File: src/rtl/mmio_controller.sv
// Memory-mapped I/O block for the Riscv151 data port: decodes offset [7:0],
// returns registered read data one cycle later and owns every I/O side effect.
module mmio_controller #(
    parameter int FIFO_DEPTH = 8
) (
    input  logic        clk,
    input  logic        rst_n,
    input  logic [31:0] mmio_addr,
    input  logic        mmio_re,
    input  logic [3:0]  mmio_we,
    input  logic [31:0] mmio_wdata,
    output logic [31:0] mmio_rdata,
    input  logic        inst_retire,
    input  logic        uart_tx_ready,
    output logic        uart_tx_valid,
    output logic [7:0]  uart_tx_data,
    input  logic        uart_rx_valid,
    output logic        uart_rx_ready,
    input  logic [7:0]  uart_rx_data,
    input  logic [2:0]  clean_buttons,
    input  logic [1:0]  switches,
    output logic [5:0]  leds
);

    localparam int AW = $clog2(FIFO_DEPTH);
    localparam int PW = AW + 1;

    logic [7:0]  offs;
    logic        wr, rd;
    logic        rx_pop, fifo_pop_req, tx_wr, cnt_clr, led_wr;
    logic [31:0] cycle_cnt, inst_cnt;
    logic [31:0] rd_mux;

    logic [2:0]  btn_prev, btn_edges;
    logic [2:0]  fifo_mem [FIFO_DEPTH];
    logic [PW-1:0] wr_ptr, rd_ptr;
    logic        fifo_empty, fifo_full, fifo_do_push, fifo_do_pop;
    logic [2:0]  fifo_head;

    // Only the low address byte and the low data byte are meaningful here.
    logic unused_bits;
    assign unused_bits = ^{mmio_addr[31:8], mmio_wdata[31:8]};

    assign offs = mmio_addr[7:0];
    // A write in the same cycle as a read wins; the read then has no side effect.
    assign wr = |mmio_we;
    assign rd = mmio_re & ~wr;

    assign rx_pop       = rd && (offs == 8'h04);
    assign fifo_pop_req = rd && (offs == 8'h24);
    assign tx_wr        = wr && (offs == 8'h08);
    assign cnt_clr      = wr && (offs == 8'h18);
    assign led_wr       = wr && (offs == 8'h30);

    assign fifo_empty = (wr_ptr == rd_ptr);
    assign fifo_full  = (wr_ptr[PW-1] != rd_ptr[PW-1]) &&
                        (wr_ptr[AW-1:0] == rd_ptr[AW-1:0]);
    assign fifo_head  = fifo_empty ? 3'b000 : fifo_mem[rd_ptr[AW-1:0]];

    assign btn_edges    = clean_buttons & ~btn_prev;
    assign fifo_do_pop  = fifo_pop_req & ~fifo_empty;
    // A pop frees the head slot at the same edge, so a full FIFO still accepts.
    assign fifo_do_push = (|btn_edges) & (~fifo_full | fifo_do_pop);

    always_comb begin
        rd_mux = 32'h0;
        case (offs)
            8'h00:   rd_mux = {30'b0, uart_rx_valid, uart_tx_ready};
            8'h04:   rd_mux = {24'b0, uart_rx_data};
            8'h10:   rd_mux = cycle_cnt;
            8'h14:   rd_mux = inst_cnt;
            8'h20:   rd_mux = {31'b0, fifo_empty};
            8'h24:   rd_mux = {29'b0, fifo_head};
            8'h28:   rd_mux = {30'b0, switches};
            8'h30:   rd_mux = {26'b0, leds};
            default: rd_mux = 32'h0;
        endcase
    end

    // uart_tx_valid and uart_rx_ready are one-cycle pulses raised at the edge
    // that accepts the access; the UART samples them while high, with no hold.
    always_ff @(posedge clk or negedge rst_n) begin
        if (!rst_n) begin
            mmio_rdata    <= 32'h0;
            uart_tx_valid <= 1'b0;
            uart_tx_data  <= 8'h0;
            uart_rx_ready <= 1'b0;
            leds          <= 6'h0;
            cycle_cnt     <= 32'h0;
            inst_cnt      <= 32'h0;
            btn_prev      <= 3'b000;
            wr_ptr        <= '0;
            rd_ptr        <= '0;
        end else begin
            if (mmio_re) mmio_rdata <= wr ? 32'h0 : rd_mux;

            uart_tx_valid <= tx_wr & uart_tx_ready;
            if (tx_wr && uart_tx_ready) uart_tx_data <= mmio_wdata[7:0];
            uart_rx_ready <= rx_pop & uart_rx_valid;

            if (led_wr) leds <= mmio_wdata[5:0];

            cycle_cnt <= cnt_clr ? 32'h0 : cycle_cnt + 32'd1;
            if (cnt_clr)          inst_cnt <= 32'h0;
            else if (inst_retire) inst_cnt <= inst_cnt + 32'd1;

            btn_prev <= clean_buttons;
            if (fifo_do_push) wr_ptr <= wr_ptr + PW'(1);
            if (fifo_do_pop)  rd_ptr <= rd_ptr + PW'(1);
        end
    end

    always_ff @(posedge clk) begin
        if (fifo_do_push) fifo_mem[wr_ptr[AW-1:0]] <= btn_edges;
    end

endmodule
File: config.mk
export PLATFORM = sky130hd
export DESIGN_NAME = mmio_controller
export DESIGN_NICKNAME = d
export VERILOG_FILES = /design/src/rtl/mmio_controller.sv
export SDC_FILE = /design/constraint.sdc
export NUM_CORES = 1
export LEC_CHECK = 0
export CAP_MARGIN = 20
export CORE_ASPECT_RATIO = 2
export CORE_UTILIZATION = 55
export CTS_CLUSTER_SIZE = 28
export DETAILED_ROUTE_END_ITERATION = 8
export DONT_BUFFER_PORTS = 1
export GPL_TIMING_DRIVEN = 0
export PLACE_DENSITY = 0.73
export SLEW_MARGIN = 15
export SYNTH_ARGS = -nofsm -noshare
export SYNTH_HDL_FRONTEND = slang
export SYNTH_SLANG_ARGS = --single-unit
export TNS_END_PERCENT = 10
File: constraint.sdc
create_clock -name clk -period 2.1 [get_ports clk]
set_input_delay 0.42 -clock clk [delete_from_list [all_inputs] [get_ports clk]]
set_output_delay 0.42 -clock clk [all_outputs]
set_load 0.01 [all_outputs]
# Word level (Yosys, flattened, before mapping)
# Memories as Yosys holds them, arrays and structs flattened.
# Cells that the tools add are included.
[classes]
n_reduce_logical = 11
n_addsub = 4
eq_ne = 12
mux = 8
bitwise_logic = 11
[ops]
columns = ["cell", "count"]
rows = [
  ["case mux 32 bit (8 select lines)", 1],
  ["two-way mux 32 bit", 4],
  ["adder 32 x 1 -> 32 bit (second input constant)", 2],
  ["equality test 8 x 6 -> 1 bit (second input constant)", 4],
  ["equality test 8 x 5 -> 1 bit (second input constant)", 3],
  ["adder 4 x 1 -> 4 bit (second input constant)", 2],
  ["equality test 8 x 3 -> 1 bit (second input constant)", 1],
  ["equality test 8 x 4 -> 1 bit (second input constant)", 1],
  ["zero test 8 bit", 1],
  ["logical AND 1 bit", 7],
  ["bitwise AND 1 bit", 5],
  ["equality test 4 bit", 1],
  ["OR reduction 4 bit", 1],
  ["bitwise AND 3 bit", 1],
  ["equality test 3 bit", 1],
  ["two-way mux 3 bit", 1],
  ["NOT 1 bit", 3],
  ["NOT 3 bit", 1],
  ["OR reduction 3 bit", 1],
  ["two-way mux 1 bit", 2],
  ["nonzero test 2 bit", 1],
  ["!= test 1 bit", 1],
  ["OR 1 bit", 1],
]
[word_totals]
output_inout_bits = 48
ramBits = 24
input_bits = 87
n_memories = 1
register_bits = 123
word_cells = 57
[mem_list]
columns = ["name", "words", "word_bits", "rd", "rd_ports_with_merged_regs", "write_ports", "line", "rtl"]
rows = [
  ["fifo_mem", 8, 3, 1, 0, 1, "35", "logic [2:0] fifo_mem [FIFO_DEPTH];"],
]

# Logic depth before layout (Yosys ltp)
[logic_depth]
depth_word = 9
mapped_depth = 7

# Worst setup path after synthesis
# OpenSTA, ideal clock, no wires.
[synth_path]
kind = "input -> register"
start = "input mmio_addr[2]"
end = "memory fifo_mem[1][0], enable pin"
required_ps = 1750
stages = 6
t_arrival_ps = 1941
slack_ps = -191
setup_time_ps = 350
cell_sequence = "buf_2 > nor4b_1 > nand4_1 > a31oi_1 > nand2b_1 > nor3b_1"
[synth_via]
elab_chain_len = 7
[synth_lines]
columns = ["element", "line", "rtl"]
rows = [
  ["from (decl)", "8", "input logic [31:0] mmio_addr,"],
  ["equality test 8 x 6 -> 1 bit", "50", "assign fifo_pop_req = rd && (offs == 8'h24);"],
  ["logical AND 1 bit", "50", ""],
  ["bitwise AND 1 bit", "61", "assign fifo_do_pop = fifo_pop_req & ~fifo_empty;"],
  ["OR 1 bit", "63", "assign fifo_do_push = (|btn_edges) & (~fifo_full | fifo_do_pop);"],
  ["bitwise AND 1 bit", "63", ""],
  ["two-way mux 1 bit", "114", "if (fifo_do_push) fifo_mem[wr_ptr[AW-1:0]] <= btn_edges;"],
  ["two-way mux 1 bit (not written as such)", "114", ""],
  ["to (decl)", "35", ""],
]
# Every way passes these cells.

# Final worst setup path
[layout_path]
start = "register inst_cnt[5]"
end = "register inst_cnt[31]"
[layout_via]
elab_chain_len = 3
[layout_lines]
columns = ["element", "line", "rtl"]
rows = [
  ["from (decl)", "31", "logic [31:0] cycle_cnt, inst_cnt;"],
  ["from (signal assigned)", "105", "else if (inst_retire) inst_cnt <= inst_cnt + 32'd1;"],
  ["adder 32 x 1 -> 32 bit", "105", ""],
  ["two-way mux 32 bit", "105", ""],
  ["two-way mux 32 bit", "104", "if (cnt_clr) inst_cnt <= 32'h0;"],
]
# Every way passes these cells. The select of a mux whose other input is x is not followed.
# A chain may end at the register's enable or synchronous reset.

==> out/results.ini <==
[timing]
finalMaxSlewViolations=0
min_period_over_period_pct=100.8
holdWs_ps=-309.0
layout_setup_ws_ps=-16.27
setup_viol=1
hold_viol=123
min_period_ps=2116
max_slew_margin_pct=35.24
fmax_mhz=472.5
rsz0062_at_grt=yes
worstMarginPinSlew_ps=963.4
fin_worst_skew_ps=6.541

[floorplanning]
fp-row-count=57
ios=135
core_um2=12270
dieHeight_um=161.3
start_util_pct=56.90
dieWidth_um=81.66
fp.dieArea_um2=13170

[worst_setup_path]
critPathKind=reg2reg
start_kind=flip-flop
reg2reg_slack_ps=-20
crit_fanout=5
end_kind=flip-flop
cp.arrival_ps=2460
crit_required_ps=2440

[synth]
synth.area.top_cells=dfrtp_1 (44%), edfxtp_1 (10%), xor2_1 (4.9%)
syn_nets=716
synth_cell_types=48
ys_warn_count=0
synth-main-ff-cell=dfrtp_1
synthCells=625
syn_avg_cell_area_um2=11.17
synth_area_um2=6979
synth-async-reset-ratio_pct=83.67
synth_seq_cells=147
synth.top_cell.area_share_pct=44.10
synth-edff-count=24
ys_seq_area_share_pct=54.43
yosysTopAreaCell=dfrtp_1

[grt]
grt.overflow.total=0
antenna_found_initial=0
grt_pass1_wl_mm=28.01
grt_use_total_pct=28.90
grt_pass1_vias=5363
grt_max_degree=124

[power_and_ir_drop]
combPwrFrac_pct=12.2
clkPwrFrac_pct=40.0
internal_power_mw=5.632
seqPwrFrac_pct=47.7
p_sw_share_pct=27.62
peakVddDrop_uv=859.9
powerDensity_nw_per_um2=972.9
cellLeakagePower_nw=3.221
switchingPower_mw=2.149

[placed_design]
hpwl_mm=12.25
dp.cells=772
portBuffers=0
place_congestion=0.9116
placed_area_um2=7187

[finish]
area_delta_synth_final_pct=14.59
diodes=0
finalNetCount=739
final_area_um2=7998
drive_above_1_share_pct=18.15
finalNonFillerCells=808

[clocking]
cts_max_level=4
cts.sinks=147
clk_latency_ps=420
cts_root_buffer=clkbuf_16
clkTransAtPathRegs_ps=60
cts_buffers=17
cts_tree=done
cts_buffer_depth=2

[route]
via_per_inst=6.473
first_iter_violations=400
dr.pass1.iters=5
vias=5230
wl_per_cell_um=21.76
wl_mm=17.58
drtAntennaViolNets=0
drc_errors=0

[worst_hold_path]
hold_class=in2async

[status]
status=complete, but fails checks
violations=hold timing, setup timing

[run]
drv_cap=0

[cells in the mapped netlist, types with 4 or more instances]
| cell | instances |
|---|---|
| and2_1 | 7 |
| and4_1 | 7 |
| ha_1 | 4 |
| or3_1 | 4 |
| mux2i_1 | 6 |
| nor3_2 | 4 |
| nor4_1 | 9 |
| xor2_1 | 39 |
| inv_1 | 9 |
| mux2_2 | 21 |
| nor2_1 | 68 |
| nand2_1 | 38 |
| o2bb2ai_1 | 30 |
| nand3_1 | 25 |
| a22oi_1 | 29 |
| a21oi_1 | 9 |
| or4_1 | 5 |
| dfrtp_1 | 123 |
| and3_1 | 9 |
| mux4_2 | 6 |
| nand4_1 | 24 |
| edfxtp_1 | 24 |
| xnor2_1 | 28 |
| clkbuf_1 | 25 |
| nor3_1 | 21 |
| nor2_2 | 5 |
| buf_2 | 6 |
| nor3b_1 | 4 |
| o21ai_0 | 9 |
[layer usage]
layer | track usage (%) | part of all wire [%] | vias to the layer above | wire, um
met5 | 0 | 0 | - | 0
met4 | 13.96 | 4.2 | 0 | 741
met3 | 7.119 | 5.0 | 62 | 885
met2 | 50.61 | 56 | 221 | 9882
met1 | 31.59 | 35 | 2631 | 6073
li1 | - | - | 2316 | -
[flip-flops by register name, indices dropped and copies added (netlist names)]
name / cells
inst_cnt: 32
rd_ptr: 4
btn_prev: 3
wr_ptr: 4
leds: 6
uart_rx_ready: 1
uart_tx_valid: 1
cycle_cnt: 32
fifo_mem: 24
mmio_rdata: 32
uart_tx_data: 8
[power by group through the flow]
stage / registers (mW) / logic, mW / clock network (mW)
after floorplan: 3.57 / 0.720 / 0
after global placement: 3.65 / 0.841 / 0
after detailed placement: 3.68 / 0.888 / 0
after CTS: 3.70 / 0.858 / 3.13
after global routing: 3.76 / 1.06 / 3.26
final: 3.72 / 0.951 / 3.11
[cells in the final DEF (no fill, tap or decap), types with 3 or more instances in the layout]
cell and count:
dfrtp_1 117, nor2_1 67, xor2_1 39, nand2_1 38
o2bb2ai_1 30, a22oi_1 29, xnor2_1 28, nand3_1 25
nand4_1 24, edfxtp_1 24, mux2_2 21, clkbuf_1 20
clkbuf_16 19, nor3_2 13, nor3_1 11, a21oi_1 9
o21ai_0 9, and3_1 9, buf_4 9, inv_1 9
and2_1 7, and4_1 7, mux2i_1 6, mux4_2 6
nor2_2 6, dfrtp_2 6, clkbuf_2 5, buf_2 5
or4_1 5, or3_1 4, nor4_2 4, nor4_1 4
ha_1 4, clkinvlp_4 4, nand4b_1 3, nor2b_2 3
nor3b_2 3
[cells by family after synthesis]
logic type	after synthesis	share of synthesized area [%]
xor gates and xnor gates	67	8.408
buffers and inverters	44	2.635
and+or+nand+nor	244	18.36
DFF	147	54.43
muxes	33	6.185
adders and majority gates	4	0.7171
AOI/OAI and AO/OA	86	9.269
[final cells by class]
cell class              instances  area (um2)
flip-flops and latches        147        3806
well taps                     147       183.9
inverters                       9       33.78
repair buffers                  7       52.55
plain buffers                  32       147.6
clock inverters                10       121.4
fillers                       940        4269
multi-input cells             434        3166
clock buffers                  22       486.7
[worst max-delay path, cell delays in order (launching register included)]
cell and delay (ps):
dfrtp_1 450, nand4_1 370, nor4_4 450, nand3_1 210
or3_1 410, a21oi_1 150
[stage by stage]
| stage | power (mW) | util, % | TNS (ps) | setup WS [ps] |
|---|---|---|---|---|
| global placement | 4.490 | 58.54 | -37010 | -519.9 |
| CTS | 7.694 | 63.98 | -10.81 | -10.81 |
| global route | 8.073 | 65.20 | -2737 | -128.5 |
| finish | 7.781 | 65.20 | -16.27 | -16.27 |
| floorplan | 4.289 | - | -785.7 | -96.46 |
| detailed placement | 4.564 | 58.59 | -40300 | -589.9 |
[worst paths after layout]
path / startpoint / cells past startpoint / end
setup / recovery: inst_cnt[5] / 5 / inst_cnt[31]
hold / removal: rst_n / 0 / mmio_rdata[28]
setup reg to reg: inst_cnt[5] / 5 / inst_cnt[31]
hold reg to reg: wr_ptr[3] / 1 / wr_ptr[3]
max in group asynchronous: rst_n / 0 / cycle_cnt[12]
min in group clk: clean_buttons[0] / 0 / btn_prev[0]
[what timing repair did]
action | in CTS | in global routing
pin swaps | 2 | 2
endpoints found under the hold margin | 123 | 123
endpoints found under the setup margin | 44 | 93
buffers inserted | 0 | 7
resized for setup | 18 | 24
Power figures use the tool's default switching activity.
